## config.mk

```make
export PLATFORM = sky130hd
export DESIGN_NAME = pipe_ctrl
export DESIGN_NICKNAME = d
export VERILOG_FILES = /design/src/rtl/pipe_ctrl_pkg.sv /design/src/rtl/pipe_ctrl_div_stall_cnt.sv /design/src/rtl/pipe_ctrl.sv
export SDC_FILE = /design/constraint.sdc
export NUM_CORES = 1
export LEC_CHECK = 0
export ABC_AREA = 0
export ABC_CLOCK_PERIOD_IN_PS = 4600
export CELL_PAD_IN_SITES_DETAIL_PLACEMENT = 1
export CELL_PAD_IN_SITES_GLOBAL_PLACEMENT = 1
export CORE_MARGIN = 2
export CORE_UTILIZATION = 30
export CTS_CLUSTER_DIAMETER = 100
export CTS_CLUSTER_SIZE = 24
export DETAILED_ROUTE_END_ITERATION = 12
export PLACE_DENSITY_LB_ADDON = 0.05
export SETUP_SLACK_MARGIN = 0.3
export SYNTH_ARGS = -nofsm -noshare
export SYNTH_HDL_FRONTEND = slang
export SYNTH_HIERARCHICAL = 1
export SYNTH_SLANG_ARGS = --single-unit
export TNS_END_PERCENT = 1
```

## constraint.sdc

```tcl
create_clock -name clk -period 4.6 [get_ports clk]
set_input_delay 0.92 -clock clk [delete_from_list [all_inputs] [get_ports clk]]
set_output_delay 0.92 -clock clk [all_outputs]
set_load 0.005 [all_outputs]
```

## src/rtl/pipe_ctrl_pkg.sv

```systemverilog
// pipe_ctrl_pkg: shared definitions for the pipeline stall/flush sequencer.
//   - Stage register indices (PC=0 ... MEM2_WB=6)
//   - Sequencer state enum (RUN / FWAIT)
//   - Stall-source priority encoding
//   - Mask helpers that turn a stall stage into hold / bubble vectors
package pipe_ctrl_pkg;

    localparam int NUM_STAGES    = 7;
    localparam int STG_PC        = 0;
    localparam int STG_PF_IF     = 1;
    localparam int STG_IF_ID     = 2;
    localparam int STG_ID_EX     = 3;
    localparam int STG_EX_MEM1   = 4;
    localparam int STG_MEM1_MEM2 = 5;
    localparam int STG_MEM2_WB   = 6;

    typedef enum logic {
        ST_RUN   = 1'b0,
        ST_FWAIT = 1'b1
    } state_e;

    // Listed from lowest to highest priority.
    typedef enum logic [2:0] {
        SRC_NONE     = 3'd0,
        SRC_ICACHE   = 3'd1,
        SRC_LOAD_USE = 3'd2,
        SRC_DIV      = 3'd3,
        SRC_EXC      = 3'd4,
        SRC_DCACHE   = 3'd5
    } stall_src_e;

    // Registers PC..R_k are held by a stall at stage k.
    function automatic logic [NUM_STAGES-1:0] hold_mask(input int k);
        for (int i = 0; i < NUM_STAGES; i++) begin
            hold_mask[i] = (i <= k);
        end
    endfunction

    // The register just younger than the stall point receives a bubble.
    // Flush bits exist only for PF_IF..MEM2_WB (the PC is never flushed).
    function automatic logic [NUM_STAGES-1:1] bubble_mask(input int k);
        for (int i = 1; i < NUM_STAGES; i++) begin
            bubble_mask[i] = (i == k + 1);
        end
    endfunction

endpackage

```

## src/rtl/pipe_ctrl_div_stall_cnt.sv

```systemverilog
// div_stall_cnt: divider occupancy counter.
// Holds EX for exactly DIV_CYCLES cycles per divide, then lets the divide
// leave EX once before another divide may start counting.
//   clk       in   clock
//   rst       in   asynchronous active-low reset
//   EX_start  in   divide instruction present in EX
//   advance   in   EX_MEM1 write-enable (the divide leaves EX)
//   clear     in   accepted exception flush; abandons the divide
//   div_busy  out  divider is stalling EX
module div_stall_cnt #(
    parameter int DIV_CYCLES = 32
) (
    input  logic clk,
    input  logic rst,
    input  logic EX_start,
    input  logic advance,
    input  logic clear,
    output logic div_busy
);

    localparam int                 CNT_W    = $clog2(DIV_CYCLES);
    localparam logic [CNT_W-1:0]   CNT_LAST = CNT_W'(DIV_CYCLES - 1);

    logic [CNT_W-1:0] r_cnt;
    logic             r_div_done;

    assign div_busy = EX_start & ~r_div_done;

    // NOTE: sequential state uses non-blocking assignments so every flop
    // samples pre-edge values regardless of statement order.
    always_ff @(posedge clk or negedge rst) begin
        if (!rst) begin
            r_cnt      <= '0;
            r_div_done <= 1'b0;
        end else if (clear) begin
            r_cnt      <= '0;
            r_div_done <= 1'b0;
        end else if (div_busy) begin
            // Counting continues even when a younger-stage stall masks
            // div_busy at the pipeline, so the latency stays fixed.
            if (r_cnt == CNT_LAST) begin
                r_cnt      <= '0;
                r_div_done <= 1'b1;
            end else begin
                r_cnt <= r_cnt + CNT_W'(1);
            end
        end else if (advance) begin
            r_div_done <= 1'b0;
        end
    end

endmodule

```

## src/rtl/pipe_ctrl.sv

```systemverilog
// pipe_ctrl: stall/flush sequencer for the seven-register MIPS pipeline
// (PC, PF_IF, IF_ID, ID_EX, EX_MEM1, MEM1_MEM2, MEM2_WB).
//   Inputs : clk, rst (async active-low), icache_stall, icache_busy,
//            load_use, EX_start, dcache_stall, exc_flush
//   Outputs: <reg>Wr write-enables, <stage>_Flush bubble inserts,
//            fetch_cancel (drop returning icache data), div_busy
// Optional: PIPE_CTRL_PERF_EN adds perf_stall_cyc and perf_flush_cnt.
// All enables are combinational from inputs plus registered state.
module pipe_ctrl
    import pipe_ctrl_pkg::*;
#(
    parameter int DIV_CYCLES = 32
) (
    input  logic        clk,
    input  logic        rst,
    input  logic        icache_stall,
    input  logic        icache_busy,
    input  logic        load_use,
    input  logic        EX_start,
    input  logic        dcache_stall,
    input  logic        exc_flush,
    output logic        PCWr,
    output logic        PF_IFWr,
    output logic        IF_IDWr,
    output logic        ID_EXWr,
    output logic        EX_MEM1Wr,
    output logic        MEM1_MEM2Wr,
    output logic        MEM2_WBWr,
    output logic        PF_Flush,
    output logic        IF_Flush,
    output logic        ID_Flush,
    output logic        EX_Flush,
    output logic        MEM1_Flush,
    output logic        MEM2_Flush,
    output logic        fetch_cancel,
    output logic        div_busy
`ifdef PIPE_CTRL_PERF_EN
    ,
    output logic [31:0] perf_stall_cyc,
    output logic [31:0] perf_flush_cnt
`endif
);

    state_e                  r_state;
    stall_src_e              w_src;
    logic                    w_div_busy;
    logic                    w_exc_accept;
    logic [NUM_STAGES-1:0]   w_wr;
    logic [NUM_STAGES-1:1]   w_flush;

    // A flush raised during FWAIT finds the front already empty: ignore it.
    assign w_exc_accept = (r_state == ST_RUN) & exc_flush & ~dcache_stall;

    div_stall_cnt #(.DIV_CYCLES(DIV_CYCLES)) u_div_cnt (
        .clk      (clk),
        .rst      (rst),
        .EX_start (EX_start),
        .advance  (w_wr[STG_EX_MEM1]),
        .clear    (w_exc_accept),
        .div_busy (w_div_busy)
    );

    always_comb begin
        // NOTE: every always_comb output gets a default first so no path
        // leaves it unassigned and infers a latch.
        w_src = SRC_NONE;
        if (dcache_stall)      w_src = SRC_DCACHE;
        else if (w_exc_accept) w_src = SRC_EXC;
        else if (w_div_busy)   w_src = SRC_DIV;
        else if (load_use)     w_src = SRC_LOAD_USE;
        else if (icache_stall) w_src = SRC_ICACHE;
    end

    always_comb begin
        w_wr    = '1;
        w_flush = '0;
        unique case (w_src)
            SRC_DCACHE: begin
                w_wr    = ~hold_mask(STG_MEM1_MEM2);
                w_flush = bubble_mask(STG_MEM1_MEM2);
            end
            SRC_EXC: begin
                // PC loads the vector/EPC; everything up to MEM1_MEM2 is
                // squashed while the instruction in MEM2 still retires.
                w_flush[STG_MEM1_MEM2:STG_PF_IF] = '1;
            end
            SRC_DIV: begin
                w_wr    = ~hold_mask(STG_ID_EX);
                w_flush = bubble_mask(STG_ID_EX);
            end
            SRC_LOAD_USE: begin
                w_wr    = ~hold_mask(STG_IF_ID);
                w_flush = bubble_mask(STG_IF_ID);
            end
            SRC_ICACHE: begin
                w_wr    = ~hold_mask(STG_PF_IF);
                w_flush = bubble_mask(STG_PF_IF);
            end
            default: ;
        endcase
        // While the cancelled refill drains, the front end stays frozen and
        // keeps feeding bubbles; older registers follow the normal rules.
        if (r_state == ST_FWAIT) begin
            w_wr[STG_PC]       = 1'b0;
            w_wr[STG_PF_IF]    = 1'b0;
            w_flush[STG_IF_ID] = 1'b1;
        end
    end

    always_ff @(posedge clk or negedge rst) begin
        if (!rst) begin
            r_state <= ST_RUN;
        end else begin
            unique case (r_state)
                ST_RUN:   if (w_exc_accept && icache_busy) r_state <= ST_FWAIT;
                ST_FWAIT: if (!icache_busy)                r_state <= ST_RUN;
                default:                                   r_state <= ST_RUN;
            endcase
        end
    end

    assign PCWr         = w_wr[STG_PC];
    assign PF_IFWr      = w_wr[STG_PF_IF];
    assign IF_IDWr      = w_wr[STG_IF_ID];
    assign ID_EXWr      = w_wr[STG_ID_EX];
    assign EX_MEM1Wr    = w_wr[STG_EX_MEM1];
    assign MEM1_MEM2Wr  = w_wr[STG_MEM1_MEM2];
    assign MEM2_WBWr    = w_wr[STG_MEM2_WB];
    assign PF_Flush     = w_flush[STG_PF_IF];
    assign IF_Flush     = w_flush[STG_IF_ID];
    assign ID_Flush     = w_flush[STG_ID_EX];
    assign EX_Flush     = w_flush[STG_EX_MEM1];
    assign MEM1_Flush   = w_flush[STG_MEM1_MEM2];
    assign MEM2_Flush   = w_flush[STG_MEM2_WB];
    assign fetch_cancel = (r_state == ST_FWAIT);
    assign div_busy     = w_div_busy;

`ifdef PIPE_CTRL_PERF_EN
    logic [31:0] r_perf_stall_cyc;
    logic [31:0] r_perf_flush_cnt;

    always_ff @(posedge clk or negedge rst) begin
        if (!rst) begin
            r_perf_stall_cyc <= '0;
            r_perf_flush_cnt <= '0;
        end else begin
            if (!(&w_wr)) r_perf_stall_cyc <= r_perf_stall_cyc + 32'd1;
            if (w_exc_accept) r_perf_flush_cnt <= r_perf_flush_cnt + 32'd1;
        end
    end

    assign perf_stall_cyc = r_perf_stall_cyc;
    assign perf_flush_cnt = r_perf_flush_cnt;
`endif

endmodule

```

==> impl_metrics.tcl <==
set metrics [dict create \
    post-route-util_pct 45.4 \
    post-route-period-util_pct 76.6 \
    slew_viol_final 0 \
    num_rows 14 \
    status "completed" \
    syn_area_um2 499 \
    grt_pass1_vias 428 \
    regToRegEndpoint "u_div_cnt/r_cnt[2]$_DFFE_PN0P_" \
    numCtsBuffers 3 \
    hp-class "reg2reg" \
    fin_tns_setup_ns 0 \
    grt_pass1_wl_um 1900 \
    synth.top_cell.area_share_pct 35.1 \
    gp_congestion 0.793 \
    ios 23 \
    hold_depth 2 \
    initial_core_util_pct 32.4 \
    root_buffer "clkbuf_4" \
    vias 435 \
    nets 86 \
    ctsHoldBuffers 0 \
    min_delay_worst_endpoint "u_div_cnt/r_cnt[4]$_DFFE_PN0P_" \
    ys_seq_area_share_pct 35.1 \
    min-delay-start "u_div_cnt/r_cnt[4]$_DFFE_PN0P_" \
    post_cts_buffers 0 \
    grt_max_degree 11 \
    setup_violations 0 \
    cp-end-kind "primary output" \
    die_y_um 44.8 \
    worstReg2RegStart "u_div_cnt/r_cnt[0]$_DFFE_PN0P_" \
    holdWs_ns 0.541 \
    clockBufferDepth 2 \
    post-route-min-period_ns 3.52 \
    final_cell_mix "clkdlybuf4s50_1 (21), nor2_1 (8), a21oi_1 (7), dfrtp_1 (7)" \
    synthTopCellsByArea "dfrtp_1 (35%), a21oi_1 (7.0%), buf_4 (6.0%)" \
    core-area_um2 1540 \
    path_class "in2out" \
    r2r_slack_ns 2.77 \
    first_pass_iters 3 \
    wire_per_inst_um 12.0 \
    die_area_um2 2010 \
    clock.fmax_mhz 284 \
    clock_skew_ns 0.00318 \
    cts.htree.levels 1 \
    arrival_ns 2.60 \
    grt_antenna_before_repair 0 \
    cts_resized 0 \
    antenna_cells 0 \
    ant_nets 0 \
    cts_tree "yes" \
    p_leak_nw 0.309 \
    yosysWarnings 6 \
    fp.dieW_um 44.8 \
    avgSynthCellArea_um2 8.76 \
    fill_cells 185 \
    drive_gt1_share_pct 10.7 \
    grt-ovfl-total 0 \
    crit_required_ns 3.68 \
    cp_max_fo 9 \
    syn_inst 57 \
    cp-start-kind "input pin" \
    wl_um 1090 \
    drt_iter0_markers 3 \
    synthesis.nets 67 \
    dp_hpwl_um 884 \
    cellPowerDensity_nw_per_um2 272 \
    grt.total_usage_pct 12.8 \
    layout_commonest_cell "clkdlybuf4s50_1" \
    areaGrowthSynthToFinish_pct 40.1 \
    worstSkewPairLatency_ns 0.25 \
    drv_cap 0 \
    synth-seq-cells 7 \
    synth_top_area_cell "dfrtp_1" \
    r2r_cells 5 \
    numPortBuffers 21 \
    drcViolationCount 0 \
    vdd_drop_max_uv 164 \
    via_per_inst 4.78 \
    ys_types 26 \
    clk_pin_slew_ns 0.05 \
    grt_setup_unrepaired "false" \
    clkSinkCount 7 \
    final-hold-violation-count 0 \
]
critical path: stages:
cell and delay [ns]:
clkdlybuf4s50_1 0.47, nand2b_4 0.14, inv_1 0.11, or2_2 0.30, a21oi_1 0.14, clkdlybuf4s50_1 0.51
flip-flops by register name, summed over array words and instances, names as in the netlist:
| signal | flops |
|---|---|
| fetch_cancel | 1 |
| u_div_cnt/r_cnt | 5 |
| u_div_cnt/r_div_done | 1 |
worst max path at each step:
stage / cells past startpoint / endpoint / slack [ns] / from
after CTS: 6 / IF_IDWr / 1.07 / EX_start
after detailed placement: 6 / IF_IDWr / 1.08 / EX_start
after floorplan: 5 / IF_Flush / 2.06 / EX_start
final: 6 / IF_IDWr / 1.08 / EX_start
after global routing: 6 / IF_IDWr / 0.96 / EX_start
after global placement: 6 / IF_IDWr / 1.09 / EX_start
cells in the mapped netlist:
cell      count
a31oi_1       1
conb_1        1
nand2b_4      1
o21a_1        2
nand2b_1      2
and3_1        1
dfrtp_1       7
mux2_2        1
nor2b_2       1
buf_6         2
clkbuf_1      1
or2_2         1
or4_1         1
or4b_1        1
a21oi_1       7
nand3_1       1
ha_1          2
buf_4         4
or3_2         1
nand2_1       2
a311o_1       1
mux2i_1       2
nor3_1        1
nor2_1        8
inv_1         3
o21ai_0       2
cell type report:
| class | instances | area, um^2 | area share [%] |
|---|---|---|---|
| repair buffers | 21 | 210 | 30.1 |
| well taps | 16 | 20.0 | 2.86 |
| multi-input cells | 40 | 256 | 36.7 |
| flip-flops and latches | 7 | 175 | 25.0 |
| clock buffers | 4 | 26.3 | 3.76 |
| inverters | 3 | 11.3 | 1.61 |
report_power, final:
| group | switching [mW] | leakage, nW | internal (mW) |
|---|---|---|---|
| Combinational | 0.0221 | 0.200 | 0.0319 |
| Clock | 0.0216 | 0.0150 | 0.0330 |
| Sequential | 0.0103 | 0.0935 | 0.0714 |
through the flow:
step | area (um^2) | setup slack, ns | std cells | total power, mW
final | 699 | 1.08 | 91 | 0.190
after CTS | 699 | 1.07 | 91 | 0.194
after global routing | 699 | 0.959 | 91 | 0.206
after floorplan | 499 | 2.06 | 57 | 0.112
after detailed placement | 673 | 1.08 | 87 | 0.138
after global placement | 673 | 1.09 | 87 | 0.137
cell families (layout without fill, tap and decap cells):
| family | after synthesis | after routing | share of synthesized area, % |
|---|---|---|---|
| compound gates | 13 | 13 | 15.3 |
| fa+ha+maj | 2 | 2 | 5.01 |
| buf+inv | 10 | 28 | 13.5 |
| flops | 7 | 7 | 35.1 |
| mux | 3 | 3 | 6.27 |
| other cells | 1 | 1 | 0.751 |
| simple gates | 21 | 21 | 24.1 |
layer usage:
metal	global-route usage, %	vias up	part of all wire [%]
met5	0	-	0
met4	3.53	0	0
met3	3.60	0	5.6
met2	20.3	14	46
met1	17.3	198	48
li1	-	223	-
(Power assumes the default switching activity.)
==> RTL change 1: new RTL, same settings <==
Add a define of `PIPE_CTRL_PERF_EN`.
--- a/src/rtl/pipe_ctrl.sv
+++ b/src/rtl/pipe_ctrl.sv
@@ -8,2 +8,4 @@
 // All enables are combinational from inputs plus registered state.
+`define PIPE_CTRL_PERF_EN
+
 module pipe_ctrl
Behaviour (old outputs only; new: perf_flush_cnt and perf_stall_cyc): unchanged (Yosys induction, for registers that start in step).
==> RTL change 1 against the unedited design <==
- worst setup slack worse by 270 ps
- sequential share of layout area is 13 points higher
- combinational power grew to 5.5 times the old value
- highest routed layer is now met4
- total power grew to 10 times the old value
- largest power group is now clock
- area after synthesis grew to 6.8 times the old value
- critical path depth is 1 higher
- routed wire length grew to 7.4 times the old value
- sequential cell count is 64 higher
- final area grew to 6.7 times the old value
- largest cell class is now registers
- clock power grew to 15 times the old value
==> RTL change 1: results <==
set metrics [dict create \
    grt_max_degree 72 \
    dp_hpwl_um 5720 \
    fin_skew_ps 8.16 \
    cts_resized 0 \
    routed_wl_um 8090 \
    min_to "perf_flush_cnt[31]" \
    gr-usage-met1_pct 19.2 \
    cts_buffers 9 \
    drive_gt1_share_pct 8.23 \
    synth_common_cells "71 x dfrtp_1, 46 x xnor2_1, 38 x nand2_1, 20 x nand3_1, 20 x nor2_1" \
    clk_latency_ps 330 \
    ff2ff_setup_slack_ps 2220 \
    vias 2546 \
    hp-class "reg2reg" \
    drt-initial-drc-count 32 \
    hold_path_startpoint "perf_flush_cnt[31]" \
    drtPass1Iterations 4 \
    track_usage_pct 14.0 \
    layout.nets 408 \
    placed_cell_area_mm2 0.00434 \
    netlist_top_cells_area "dfrtp_1 52%, xnor2_1 12%, nand2_1 4.2%" \
    syn-num-nets 322 \
    io_buffers 85 \
    status "completed" \
    vdd_drop_max_mv 0.199 \
    timing.rr.end "perf_stall_cyc[21]" \
    htreeDepth 3 \
    grt_pass1_wl_um 13900 \
    synth.yosys.seq_area_share_pct 52.1 \
    r2r_cells 8 \
    reg2reg_from "u_div_cnt/r_div_done" \
    preCtsSetupSlack_ps 776 \
    gp_congestion 0.731 \
    yosysUniqueCellTypes 44 \
    p_leak_uw 0.00201 \
    use_met3_pct 4.28 \
]
[RTL change 1: layout make-up]
type	count	area [um2]	share of cell area, %
Multi-Input combinational cell	223	1520	32.4
Timing Repair Buffer	85	848	18.1
Sequential cell	71	1780	37.9
Clock buffer	11	243	5.18
Tap cell	140	175	3.74
Inverter	6	22.5	0.480
Clock inverter	5	105	2.24
[RTL change 1: logic make-up (layout without fill, tap and decap cells)]
kind of cell | count (synthesis) | in the layout | share of synthesized area, %
multiplexers | 4 | 4 | 1.25
adder cells (fa/ha/maj) | 4 | 4 | 1.47
AND/OR/NAND/NOR | 138 | 138 | 23.2
other | 1 | 1 | 0.110
XOR/XNOR | 62 | 62 | 16.2
AO/OA/AOI/OAI | 14 | 14 | 2.35
flip-flops | 71 | 71 | 52.1
buffers and inverters | 16 | 107 | 3.27
[RTL change 1: per-layer routing]
layer	vias up	routed length, um
met5	-	0
met3	10	371
met1	1233	4040
li1	1242	-
met4	0	129
met2	61	3550
[RTL change 1: metrics by stage]
step                hold WS (ps)  instances  util (%)
floorplan                    465        310         -
global placement             461        525      39.5
detailed placement           465        525      39.5
CTS                          473        541      42.7
global route                 482        541      42.7
finish                       473        541      42.7
[RTL change 1: worst max path at each step]
stage / endpoint / startpoint / depth (start not counted) / slack (ps)
finish: PF_IFWr / EX_start / 7 / 800
floorplan: PF_IFWr / EX_start / 7 / 1810
global route: PF_IFWr / EX_start / 7 / 630
CTS: PCWr / EX_start / 7 / 760
global placement: PF_IFWr / EX_start / 7 / 820
detailed placement: PCWr / EX_start / 7 / 780
[RTL change 1: power breakdown]
part	leakage [uW]	switching (uW)	internal, uW
Clock	0.000162	270	545
Sequential	0.000961	102	691
Combinational	0.000883	118	182
==> RTL change 2: new RTL, same settings <==
Made on the original files. Set the package constant `STG_MEM1_MEM2` to 4 (it was 5).
--- a/src/rtl/pipe_ctrl_pkg.sv
+++ b/src/rtl/pipe_ctrl_pkg.sv
@@ -13,3 +13,3 @@
     localparam int STG_EX_MEM1   = 4;
-    localparam int STG_MEM1_MEM2 = 5;
+    localparam int STG_MEM1_MEM2 = 4;
     localparam int STG_MEM2_WB   = 6;
Check against the original RTL: not equivalent (Yosys sat finds a counterexample within 4 cycles, from zero or initial values and one cycle with rst low).
==> RTL change 2 against the unedited design <==
- maximum frequency about the same
- combinational power decreased by 0.7%
- die area increased by 0.67%
- area after synthesis increased by 0.75%
- sequential cell count unchanged
- cell count unchanged
- via count increased by 5.3%
- clock skew decreased by 0.68 ps
- total power increased by 1.0%
- worst setup slack about the same
- routed wire length increased by 7.6%
- global-route usage increased by 1.0 points
- final area decreased by 0.89%
- sequential share of layout area increased by 0.23 points
- critical path type unchanged
==> RTL change 2: results <==
set metrics [dict create \
    yosysWarnings 6 \
    wl_per_cell_um 12.9 \
    synth_common_cells "8 x nor2_1, 7 x a21oi_1, 7 x dfrtp_1, 6 x buf_4, 3 x inv_1" \
    cp_slowest_stage_delay_ps 510 \
    dp_hpwl_um 903 \
    largest_register_ffs 5 \
    cts_buffers 3 \
    crit_start "EX_start" \
    slowest_stage "clkdlybuf4s50_1" \
    min_path_cells 2 \
    gp_congestion 0.711 \
    vdd_drop_max_mv 0.186 \
    status "completed" \
    worstPathArrival_ps 2600 \
    layout.nets 86 \
    r2r_cells 5 \
    hp-class "reg2reg" \
    antenna_cells 0 \
    clock-root-buffer "clkbuf_4" \
    hold_path_startpoint "u_div_cnt/r_cnt[4]" \
    antenna_found_initial 0 \
    netlist_top_cells_area "dfrtp_1 35%, buf_4 9.0%, a21oi_1 7.0%" \
    drtPass1Iterations 3 \
    grt_pass1_vias 438 \
    nFillCells 191 \
    path_delay_family "buffers and inverters" \
    track_usage_pct 13.9 \
    io_buffers 20 \
    fin_skew_ps 2.50 \
    drive_gt1_share_pct 10.7 \
    clockBufferDepth 2 \
    synthArstFlopShare_pct 100 \
    drt-initial-drc-count 3 \
    post-route-drc-count 0 \
    p_leak_uw 0.000308 \
    syn-num-nets 68 \
    grt_max_degree 10 \
    htreeDepth 1 \
    cts_setup_buffers 0 \
    grt_pass1_wl_um 1930 \
    reg2reg_from "u_div_cnt/r_cnt[0]" \
    crit_fanout 9 \
    clk_latency_ps 250 \
    yosysUniqueCellTypes 25 \
    regMostFlops "u_div_cnt/r_cnt" \
    ys_dominant_reg_cell "dfrtp_1" \
    path_clk_slew_ps 50 \
    via_per_inst 5.03 \
    synth.yosys.seq_area_share_pct 34.8 \
    cts_resized 0 \
]
==> RTL change 2: changes by cell type in the layout (fill, tap and decap cells not counted), sizes merged <==
cell and change:
clkdlybuf4s50 -1, conb +1
==> RTL change 2: per-stage QoR <==
step | area, um2 | cells | util (%) | hold slack [ps]
6_report | 693 | 91 | 45.0 | 554
5_1_grt | 693 | 91 | 45.0 | 586
4_1_cts | 693 | 91 | 45.0 | 554
3_5_place_dp | 667 | 87 | 43.3 | 550
3_3_place_gp | 667 | 87 | 43.3 | 536
2_1_floorplan | 503 | 58 | - | 496
==> RTL change 2: worst paths after layout <==
path	to	slack [ps]
worst max-delay path	IF_IDWr	1080
worst min-delay path	u_div_cnt/r_cnt[4]	550
worst max register to register	u_div_cnt/r_cnt[2]	2730
worst min register to register	u_div_cnt/r_cnt[4]	550
max in group asynchronous	u_div_cnt/r_cnt[2]	3430
min in group asynchronous	u_div_cnt/r_cnt[0]	930
==> RTL change 2: cells by family (layout without fill, tap and decap cells) <==
kind of cell / after synthesis / in the layout / share of synthesized area [%]
adders and majority gates: 2 / 2 / 4.97
muxes: 3 / 3 / 6.22
and+or+nand+nor: 21 / 21 / 23.9
DFF: 7 / 7 / 34.8
AOI/OAI and AO/OA: 13 / 13 / 15.2
other: 2 / 2 / 1.49
buffers and inverters: 10 / 27 / 13.4
==> RTL change 2: power by group <==
| part | switching (uW) | internal, uW |
|---|---|---|
| sequential | 11.7 | 71.4 |
| clock | 22.4 | 33.1 |
| combinational | 22.5 | 31.2 |
==> RTL change 2: final cells by class <==
cell class,instances,share of cell area (%)
Timing Repair Buffer,20,28.9
Tap cell,16,2.89
Sequential cell,7,25.3
Clock buffer,4,3.79
Multi-Input combinational cell,41,37.5
Inverter,3,1.62
==> RTL change 2: metal layers <==
metal,vias up,global-route usage [%],share of wire [%]
met5,-,0,0
met3,4,2.00,8.9
li1,224,-,-
met1,210,15.3,43
met4,0,12.4,3.5
met2,20,22.9,45
==> RTL change 2: worst min-delay path: cells and delay by family (launching register included) <==
kind | cells | cell delay (ps)
multiplexers | 1 | 70
flip-flops | 1 | 350
AND/OR/NAND/NOR | 1 | 90
